$ cat src/rtl/uart_periph.sv
// UART peripheral: register-mapped TX/RX FIFOs, programmable baud divisor,
// optional parity, sticky error flags and a registered level interrupt.

module uart_periph_fifo #(
  parameter int unsigned W     = 8,
  parameter int unsigned DEPTH = 16
) (
  input  logic                     clk,
  input  logic                     rst_n,
  input  logic                     push_i,
  input  logic                     pop_i,
  input  logic [W-1:0]             wdata_i,
  output logic [W-1:0]             rdata_o,
  output logic [$clog2(DEPTH):0]   count_o,
  output logic                     full_o,
  output logic                     empty_o
);
  localparam int unsigned PW = $clog2(DEPTH);

  logic [W-1:0]  mem_q [DEPTH];
  logic [PW-1:0] wp_q, rp_q;
  logic [PW:0]   cnt_q;

  always_ff @(posedge clk) begin
    if (push_i) mem_q[wp_q] <= wdata_i;
  end

  always_ff @(posedge clk or negedge rst_n) begin
    if (!rst_n) begin
      wp_q  <= '0;
      rp_q  <= '0;
      cnt_q <= '0;
    end else begin
      if (push_i) wp_q <= wp_q + 1'b1;
      if (pop_i)  rp_q <= rp_q + 1'b1;
      if (push_i && !pop_i)      cnt_q <= cnt_q + 1'b1;
      else if (!push_i && pop_i) cnt_q <= cnt_q - 1'b1;
    end
  end

  assign rdata_o = mem_q[rp_q];
  assign count_o = cnt_q;
  assign full_o  = (cnt_q == (PW+1)'(DEPTH));
  assign empty_o = (cnt_q == '0);
endmodule

module uart_periph #(
  parameter int unsigned DATA_BITS    = 8,
  parameter int unsigned FIFO_DEPTH   = 16,
  parameter int unsigned PARITY_EN    = 0,
  parameter int unsigned PARITY_ODD   = 0,
  parameter int unsigned BAUD_DIV_RST = 434
) (
  input  logic        clk,
  input  logic        rst_n,
  input  logic        ce,
  input  logic        rw,
  input  logic [3:0]  address,
  input  logic [31:0] data_in,
  output logic [31:0] data_out,
  input  logic        rx,
  output logic        tx,
  output logic        irq
);
  localparam int unsigned CW = $clog2(FIFO_DEPTH) + 1;
  localparam logic        PAR_EN  = (PARITY_EN != 0);
  localparam logic        PAR_ODD = (PARITY_ODD != 0);
  localparam logic [2:0]  LAST    = 3'(DATA_BITS - 1);

  typedef enum logic [2:0] {S_IDLE, S_START, S_DATA, S_PARITY, S_STOP} state_e;

  logic [4:0]  ctrl_q;
  logic [15:0] baud_q, div;
  logic [2:0]  err_q, err_d;            // {parity, frame, overrun}
  logic        irq_q;
  logic        wr_en, rd_en;

  logic                 tx_push, tx_pop, tx_full, tx_empty;
  logic [DATA_BITS-1:0] tx_head;
  logic [CW-1:0]        tx_cnt;
  logic                 rx_push, rx_pop, rx_full, rx_empty;
  logic [DATA_BITS-1:0] rx_head;
  logic [CW-1:0]        rx_cnt;

  state_e               tx_st_q, rx_st_q;
  logic [15:0]          tx_tmr_q, rx_tmr_q;
  logic [DATA_BITS-1:0] tx_sh_q, rx_sh_q;
  logic [2:0]           tx_bit_q, rx_bit_q;
  logic                 tx_par_q, tx_q, rx_pbit_q;
  logic [1:0]           sync_q;
  logic                 rx_s, rx_prev_q;
  logic                 tx_tick, rx_tick, tx_busy, stop_smp, par_bad, unused_hi;

  assign wr_en     = ce & rw;
  assign rd_en     = ce & ~rw;
  assign div       = (baud_q < 16'd4) ? 16'd4 : baud_q;
  assign unused_hi = ^data_in[31:16];

  assign tx_tick  = (tx_tmr_q == '0);
  assign tx_busy  = (tx_st_q != S_IDLE);
  assign tx_pop   = ctrl_q[0] && !tx_empty &&
                    (tx_st_q == S_IDLE || (tx_st_q == S_STOP && tx_tick));
  assign tx_push  = wr_en && address == 4'h0 && (!tx_full || tx_pop);
  assign rx_pop   = rd_en && address == 4'h0 && !rx_empty;

  assign rx_s     = sync_q[1];
  assign rx_tick  = (rx_tmr_q == '0);
  assign stop_smp = (rx_st_q == S_STOP) && rx_tick;
  assign par_bad  = PAR_EN && (rx_pbit_q != (^rx_sh_q ^ PAR_ODD));
  assign rx_push  = stop_smp && rx_s && !par_bad && (!rx_full || rx_pop);

  uart_periph_fifo #(.W(DATA_BITS), .DEPTH(FIFO_DEPTH)) u_txf (
    .clk(clk), .rst_n(rst_n), .push_i(tx_push), .pop_i(tx_pop), .wdata_i(data_in[DATA_BITS-1:0]),
    .rdata_o(tx_head), .count_o(tx_cnt), .full_o(tx_full), .empty_o(tx_empty));

  uart_periph_fifo #(.W(DATA_BITS), .DEPTH(FIFO_DEPTH)) u_rxf (
    .clk(clk), .rst_n(rst_n), .push_i(rx_push), .pop_i(rx_pop), .wdata_i(rx_sh_q),
    .rdata_o(rx_head), .count_o(rx_cnt), .full_o(rx_full), .empty_o(rx_empty));

  always_ff @(posedge clk or negedge rst_n) begin
    if (!rst_n) begin
      tx_st_q <= S_IDLE; tx_tmr_q <= '0; tx_sh_q <= '0;
      tx_bit_q <= '0;    tx_par_q <= 1'b0; tx_q <= 1'b1;
    end else begin
      if (tx_busy && !tx_tick) tx_tmr_q <= tx_tmr_q - 16'd1;
      case (tx_st_q)
        S_IDLE, S_STOP: begin
          if (tx_st_q == S_IDLE || tx_tick) begin
            if (tx_pop) begin
              tx_st_q  <= S_START;
              tx_q     <= 1'b0;
              tx_sh_q  <= tx_head;
              tx_par_q <= ^tx_head ^ PAR_ODD;
              tx_tmr_q <= div - 16'd1;
            end else begin
              tx_st_q <= S_IDLE;
            end
          end
        end
        S_START: if (tx_tick) begin
          tx_st_q  <= S_DATA;
          tx_q     <= tx_sh_q[0];
          tx_sh_q  <= tx_sh_q >> 1;
          tx_bit_q <= '0;
          tx_tmr_q <= div - 16'd1;
        end
        S_DATA: if (tx_tick) begin
          tx_tmr_q <= div - 16'd1;
          if (tx_bit_q == LAST) begin
            tx_st_q <= PAR_EN ? S_PARITY : S_STOP;
            tx_q    <= PAR_EN ? tx_par_q : 1'b1;
          end else begin
            tx_bit_q <= tx_bit_q + 3'd1;
            tx_q     <= tx_sh_q[0];
            tx_sh_q  <= tx_sh_q >> 1;
          end
        end
        S_PARITY: if (tx_tick) begin
          tx_st_q  <= S_STOP;
          tx_q     <= 1'b1;
          tx_tmr_q <= div - 16'd1;
        end
        default: tx_st_q <= S_IDLE;
      endcase
    end
  end

  // The first wait is half a bit so later samples land mid-bit.
  always_ff @(posedge clk or negedge rst_n) begin
    if (!rst_n) begin
      sync_q <= 2'b11; rx_prev_q <= 1'b1; rx_st_q <= S_IDLE;
      rx_tmr_q <= '0;  rx_sh_q <= '0;     rx_bit_q <= '0; rx_pbit_q <= 1'b0;
    end else begin
      sync_q    <= {sync_q[0], rx};
      rx_prev_q <= rx_s;
      if (rx_st_q != S_IDLE && !rx_tick) rx_tmr_q <= rx_tmr_q - 16'd1;
      case (rx_st_q)
        S_IDLE: if (ctrl_q[1] && rx_prev_q && !rx_s) begin
          rx_st_q  <= S_START;
          rx_tmr_q <= (div >> 1) - 16'd1;
        end
        S_START: if (rx_tick) begin
          rx_st_q  <= rx_s ? S_IDLE : S_DATA;
          rx_tmr_q <= div - 16'd1;
          rx_bit_q <= '0;
        end
        S_DATA: if (rx_tick) begin
          rx_sh_q  <= {rx_s, rx_sh_q[DATA_BITS-1:1]};
          rx_tmr_q <= div - 16'd1;
          if (rx_bit_q == LAST) rx_st_q <= PAR_EN ? S_PARITY : S_STOP;
          else                  rx_bit_q <= rx_bit_q + 3'd1;
        end
        S_PARITY: if (rx_tick) begin
          rx_pbit_q <= rx_s;
          rx_st_q   <= S_STOP;
          rx_tmr_q  <= div - 16'd1;
        end
        S_STOP: if (rx_tick) rx_st_q <= S_IDLE;
        default: rx_st_q <= S_IDLE;
      endcase
    end
  end

  always_comb begin
    err_d = err_q;
    if (wr_en && address == 4'h1) err_d = err_d & ~data_in[7:5];
    if (stop_smp) begin
      if (!rx_s)                  err_d[1] = 1'b1;
      else if (par_bad)           err_d[2] = 1'b1;
      else if (rx_full && !rx_pop) err_d[0] = 1'b1;
    end
  end

  always_ff @(posedge clk or negedge rst_n) begin
    if (!rst_n) begin
      ctrl_q <= 5'h03;
      baud_q <= 16'(BAUD_DIV_RST);
      err_q  <= '0;
      irq_q  <= 1'b0;
    end else begin
      err_q <= err_d;
      if (wr_en && address == 4'h2) ctrl_q <= data_in[4:0];
      if (wr_en && address == 4'h3) baud_q <= data_in[15:0];
      irq_q <= (ctrl_q[2] & ~rx_empty) | (ctrl_q[3] & tx_empty & ~tx_busy) |
               (ctrl_q[4] & |err_q);
    end
  end

  always_comb begin
    data_out = '0;
    case (address)
      4'h0: data_out = rx_empty ? '0 : 32'(rx_head);
      4'h1: data_out = {8'h00, 8'(rx_cnt), 8'h00, err_q, tx_busy,
                        rx_empty, rx_full, tx_empty, tx_full};
      4'h2: data_out = {27'd0, ctrl_q};
      4'h3: data_out = {16'd0, baud_q};
      default: data_out = '0;
    endcase
  end

  assign tx  = tx_q;
  assign irq = irq_q;
endmodule

$ cat config.mk
export PLATFORM = sky130hd
export DESIGN_NAME = uart_periph
export DESIGN_NICKNAME = d
export VERILOG_FILES = /design/src/rtl/uart_periph.sv
export SDC_FILE = /design/constraint.sdc
export NUM_CORES = 1
export LEC_CHECK = 0
export BUFFER_PORTS_ARGS = -buffer_cell sky130_fd_sc_hd__buf_2
export CAP_MARGIN = 20
export CORE_MARGIN = 2
export CORE_UTILIZATION = 50
export DETAILED_ROUTE_END_ITERATION = 16
export PLACE_DENSITY = 0.67
export SYNTH_ARGS = -nofsm -noshare
export SYNTH_HDL_FRONTEND = slang
export SYNTH_SLANG_ARGS = --single-unit
$ cat constraint.sdc
create_clock -name clk -period 5 [get_ports clk]
set_clock_uncertainty 0.1 [all_clocks]
set_input_delay 0.75 -clock clk [delete_from_list [all_inputs] [get_ports clk]]
set_output_delay 0.75 -clock clk [all_outputs]
set_load 0.01 [all_outputs]
==> key figures, run 1 <==
Placed design
  • Routability Congestion: 0.870
  • Placed Area: 18000 um2
  • Final HPWL DP: 25400 um
  • Port Buffer Count: 47

Global routing
  • Initial antenna violation count: 0
  • Global Route Usage Sum: 21.4%
  • GRT overflow: 0
  • Number of global-route vias before repair: 10400
  • Largest net degree at the start of global routing: 48
  • First-pass GRT wire length: 59900 um

Synthesis
  • Largest area contributor in the netlist: edfxtp_1
  • Multiplexer share of the synthesized area: 13.6%
  • Syn Std Cell Area: 17300 um2
  • Library cells used by synthesis: 82
  • Synth Flop Type: edfxtp_1
  • Post-synthesis simple-gate area fraction: 10.1%
  • Synth top area share: 44.4%
  • Largest family of logic cells by synthesized area: multiplexers
  • Post-synth EDFFs: 256
  • Post-Synthesis Cells: 1209
  • Synth Area in Compound Gates: 7.58%
  • Synth Area in Adders: 2.11%
  • Sequential area share after synthesis: 61.1%
  • Ys async rst share: 31.0%
  • Synth Warn #: 0
  • Register bit count reported by yosys: 371
  • Synth area leaders: edfxtp_1, dfrtp_1, mux4_2
  • Syn Area/Cell: 14.3 um2
  • XOR/XNOR Fraction of Synth Area: 2.22%

Detailed routing
  • Vias per std cell: 5.98
  • Starting DRT DRC Count: 927
  • Final WL: 37700 um
  • Routed vias: 10400
  • Routed Antenna Nets: 0
  • DR WL/cell: 21.7 um
  • First-pass DRT Iterations: 5
  • Drt drc: 0

Critical path
  • Max FO, Critical Path: 24
  • Element type at the critical path end: output port
  • Crit path kind: reg -> out
  • Worst Path Required: 4150 ps
  • CP Launch Type: register
  • Critical path arrival: 3330 ps

Final layout
  • Layout cell share with drive strength beyond 1: 22.2%
  • N_diodes: 0
  • Fin area: 19400 um2
  • Area Overhead vs Synth: 11.8%
  • Commonest cells after routing, fill and taps aside: edfxtp_1, dfrtp_1, mux4_2
  • Nets@finish: 1321
  • Commonest non-fill, non-tap cell in the layout: edfxtp_1

Timing
  • Setup TNS: 0 ps
  • Fmax: 0.239 GHz
  • Rel. slew slack: 28.9%
  • Final setup fails: 0
  • Final hold vios: 0
  • Max-slew violation count: 0
  • Worst-margin pin slew: 1060 ps
  • Period utilization: 83.7%
  • RSZ-0062 raised after global routing: no
  • Final min period: 4180 ps

Status
  • Status: complete, no violations

Clocking
  • H-tree Lvls: 2
  • CTS tree: done
  • Clock Root Buffer: clkbuf_16
  • Total CTS buffers: 39
  • Max Buffers Root-to-Sink: 3
  • Clk slew on worst S/H paths: 60 ps
  • Clock tree sinks: 371
  • Worst-Skew Late Latency: 550 ps
  • # hold bufs at CTS: 0
  • Post-CTS setup buffer count: 0
  • Post-CTS sizing: 0

Floorplan
  • Die width: 190 um
  • Starting Density: 50.4%
  • Die height: 190 um
  • Core area: 34400 um2
  • Die area: 36200 um2
  • Site row count: 68
  • I/O Pins: 75

Power and ir drop
  • Leakage power: 6.89 nW
  • Power Density: 492 nW/um2
  • Design Power: 0.00954 W
  • Worst VDD drop: 0.303 mV

Worst hold path
  • Hold Path Class: in -> async

Flow run
  • MaxCap Viol Count: 0
registers in the layout, summed over array words and instances, names as in the netlist:
signal and cells:
u_rxf.mem_q 128, u_txf.mem_q 128, baud_q 16, rx_tmr_q 16, tx_tmr_q 16, rx_sh_q 8, tx_sh_q 8, ctrl_q 5
u_rxf.count_o 5, u_txf.count_o 5, u_rxf.rp_q 4, u_rxf.wp_q 4, u_txf.rp_q 4, u_txf.wp_q 4, err_q 3, rx_bit_q 3
rx_st_q 3, tx_bit_q 3, tx_st_q 3, sync_q 2, irq 1, rx_prev_q 1, tx 1
logic make-up after synthesis:
family,count (synthesis)
buffers and inverters,131
AND/OR/NAND/NOR,302
flip-flops,371
XOR/XNOR,44
other,1
multiplexers,141
adder cells (fa/ha/maj),28
AO/OA/AOI/OAI,191
per-layer routing:
layer / global-route usage (%) / vias to the layer above / wire length [um]
met5: 0 / - / 0
met4: 5.01 / 0 / 646
met3: 3.17 / 42 / 2050
met2: 34.8 / 304 / 18200
met1: 30.9 / 5263 / 16800
li1: - / 4777 / -
final timing paths:
check                                 start               end  slack [ps]  depth (start not counted)
setup / recovery              u_rxf.rp_q[0]       data_out[3]         820                          6
hold / removal                        rst_n       tx_bit_q[0]          20                          1
setup reg to reg           u_txf.count_o[0]  u_txf.count_o[4]        1040                         12
hold reg to reg                   sync_q[0]         sync_q[1]         260                          0
max in group asynchronous             rst_n     u_rxf.rp_q[0]        3800                          2
min in group clk                         rx         sync_q[0]         200                          1
synthesized netlist by cell type, drive strengths merged, types with 13 or more instances:
cell type	instances
a21oi	35
inv	46
nand2	52
mux2	38
clkbuf	56
nand3	26
dfrtp	104
or4	13
o22ai	20
xnor2	33
ha	26
buf	29
and2	19
o21ai	40
mux4	72
nor3	27
o211ai	13
nor2	43
nor4	36
edfxtp	256
mux2i	31
critical path: stages, from the launching register on:
cell	delay, ps
dfrtp_2	950
mux4_2	600
nor2b_1	140
a211oi_1	460
a2111oi_0	140
o31a_1	340
buf_2	150
area by class of cell:
type / count / area, um2
sequential: 371 / 10600
fill: 2746 / 15000
multi-input combinational: 717 / 6240
inverter: 46 / 173
timing repair buffer: 77 / 475
clock buffer: 51 / 1040
tap: 455 / 569
clock inverter: 21 / 290
power by group:
part / internal, W / switching, W
Clock: 0.00175 / 0.00122
Combinational: 0.00118 / 0.00128
Sequential: 0.00357 / 0.000534
Total: 0.00651 / 0.00303
through the flow:
step / worst slack, ps / utilization, % / std cells / hold WS (ps)
after floorplan: 1390 / - / 1219 / 245
after global placement: 1050 / 52.5 / 1665 / 249
after detailed placement: 1020 / 52.5 / 1665 / 247
after CTS: 811 / 56.3 / 1737 / 19.7
after global routing: 670 / 56.4 / 1738 / 40.4
final: 815 / 56.4 / 1738 / 21.0
Power figures use the tool's default switching activity.
==> inputs of run 2 (changes only) <==
clock period = 4.15 ns   (was 5 ns; I/O delays follow)
==> run 2 against run 1 <==
Against the previous run: utilization grew 0.18 points; sequential share of layout area is 0.17 points lower; non-clock buffer count grew 13; clock power rose by 17%; critical endpoint is now data_out[1].
==> key figures, run 2 (synthesis results as in run 1) <==
Timing
  • Final worst slack: 384 ps
  • Setup TNS: 0 ps
  • Rel. slew slack: 26.2%
  • RSZ-0062 raised after global routing: no
  • Final setup fails: 0
  • Fmax: 0.266 GHz
  • Max-slew violation count: 0
  • Final min period: 3770 ps
  • Fin Hold WS: 77.5 ps
  • Final hold vios: 0
  • Worst-margin pin slew: 1100 ps
  • Period utilization: 90.8%

Clocking
  • Max Buffers Root-to-Sink: 3
  • Post-CTS setup buffer count: 0
  • Clock Root Buffer: clkbuf_16
  • Clk slew on worst S/H paths: 60 ps
  • Total CTS buffers: 39
  • # hold bufs at CTS: 0
  • Worst-Skew Late Latency: 550 ps
  • H-tree Lvls: 2
  • Post-CTS sizing: 0
  • CTS tree: done
  • Clock tree sinks: 371

Final layout
  • Layout cell share with drive strength beyond 1: 23.1%
  • Area Overhead vs Synth: 12.1%
  • Commonest cells after routing, fill and taps aside: edfxtp_1, dfrtp_1, mux4_2
  • Nets@finish: 1334
  • Final non-filler cell total: 1751
  • Commonest non-fill, non-tap cell in the layout: edfxtp_1
  • Largest regs: u_rxf.mem_q x128, u_txf.mem_q x128
  • Fin area: 19400 um2
  • N_diodes: 0

Floorplan
  • Die area: 36200 um2
  • Starting Density: 50.4%
  • Site row count: 68
  • I/O Pins: 75
  • Die width: 190 um
  • Die height: 190 um
  • Core area: 34400 um2

Critical path
  • Most used cell along the critical path: mux4_2
  • CP Launch Type: register
  • Launch point of the worst path: u_rxf.rp_q[0]
  • CP bufs+invs: 3
  • Critical path arrival: 3040 ps
  • Crit path kind: reg -> out
  • R2r startpoint: baud_q[15]
  • Max FO, Critical Path: 20
  • Top cell family by delay on the critical path: multiplexers
  • Slowest cell on crit path: dfrtp_2
  • Element type at the critical path end: output port
  • Worst Path Required: 3430 ps
  • Max incr delay on CP: 720 ps
  • CP Cell Sequence: buf_12, mux4_2, mux4_2, inv_1, o22ai_1, buf_2

Power and ir drop
  • Worst VDD drop: 0.361 mV
  • Leakage power: 6.95 nW
  • Comb power frac: 27.1%
  • Psw: 0.00363 W
  • Part of the power in registers: 42.5%
  • Power Density: 590 nW/um2
  • P_int: 0.00783 W
  • Clock power share: 30.4%
  • Switching Share: 31.6%

Placed design
  • Pre-CTS WS: 456 ps
  • Dpl cells: 1679
  • Final HPWL DP: 25600 um
  • Placed Area: 18200 um2
  • Routability Congestion: 0.902
  • Port Buffer Count: 47

Worst hold path
  • Hold Path Class: in -> reg
  • HP Start: rx

Detailed routing
  • Vias per std cell: 5.97
  • DR WL/cell: 21.9 um
  • Routed Antenna Nets: 0
  • First-pass DRT Iterations: 7
  • Final WL: 38300 um
  • Routed vias: 10500
  • Starting DRT DRC Count: 906
  • Drt drc: 0

Global routing
  • Number of global-route vias before repair: 10500
  • Global Route Usage Sum: 21.8%
  • GRT overflow: 0
  • First-pass GRT wire length: 60700 um
  • Largest net degree at the start of global routing: 65
  • Initial antenna violation count: 0

Status
  • Status: complete, no violations

Flow run
  • MaxCap Viol Count: 0
==> run 2: final timing paths <==
path,endpoint,slack [ps],cells past startpoint
min in group asynchronous,tx_bit_q[0],120,1
worst min-delay path,sync_q[0],80,1
max in group asynchronous,ctrl_q[0],3000,2
worst max register to register,rx_tmr_q[10],430,9
worst min register to register,sync_q[1],260,0
worst max-delay path,data_out[1],380,6
==> run 2: worst reg2reg max path, cell delays in order, from the launching register on <==
cell	delay [ps]
dfrtp_1	460
or4_1	680
nor3_1	360
nand3_1	120
nand2_1	140
ha_1	210
or3b_2	550
or4_1	450
a21oi_1	360
o221ai_1	170
==> run 2: power groups by stage <==
| stage | Clock, W | Sequential [W] | Combinational [W] |
|---|---|---|---|
| 2_1_floorplan | 0 | 0.00464 | 0.00254 |
| 3_3_place_gp | 0 | 0.00492 | 0.00302 |
| 3_5_place_dp | 0 | 0.00493 | 0.00309 |
| 4_1_cts | 0.00355 | 0.00487 | 0.00312 |
| 5_1_grt | 0.00369 | 0.00495 | 0.00342 |
| 6_report | 0.00348 | 0.00488 | 0.00310 |
==> run 2: cell type report <==
type / count / area [um2]
clock buffer: 54 / 1070
clock inverter: 18 / 198
fill: 2789 / 14900
inverter: 46 / 173
multi-input combinational: 717 / 6240
sequential: 371 / 10600
tap: 455 / 569
timing repair buffer: 90 / 598
==> run 2: stage by stage <==
step                power [W]  utilization (%)
finish                 0.0115             56.5
global route           0.0121             56.5
CTS                    0.0115             56.5
detailed placement    0.00803             52.8
global placement      0.00794             52.8
floorplan             0.00717                -
==> run 2: routing by layer <==
layer	up-vias	share of wire [%]	track usage [%]
li1	4804	-	-
met1	5312	45	31.3
met2	287	47	34.3
met3	48	5.8	4.28
met4	0	2.2	6.11
met5	-	0	0
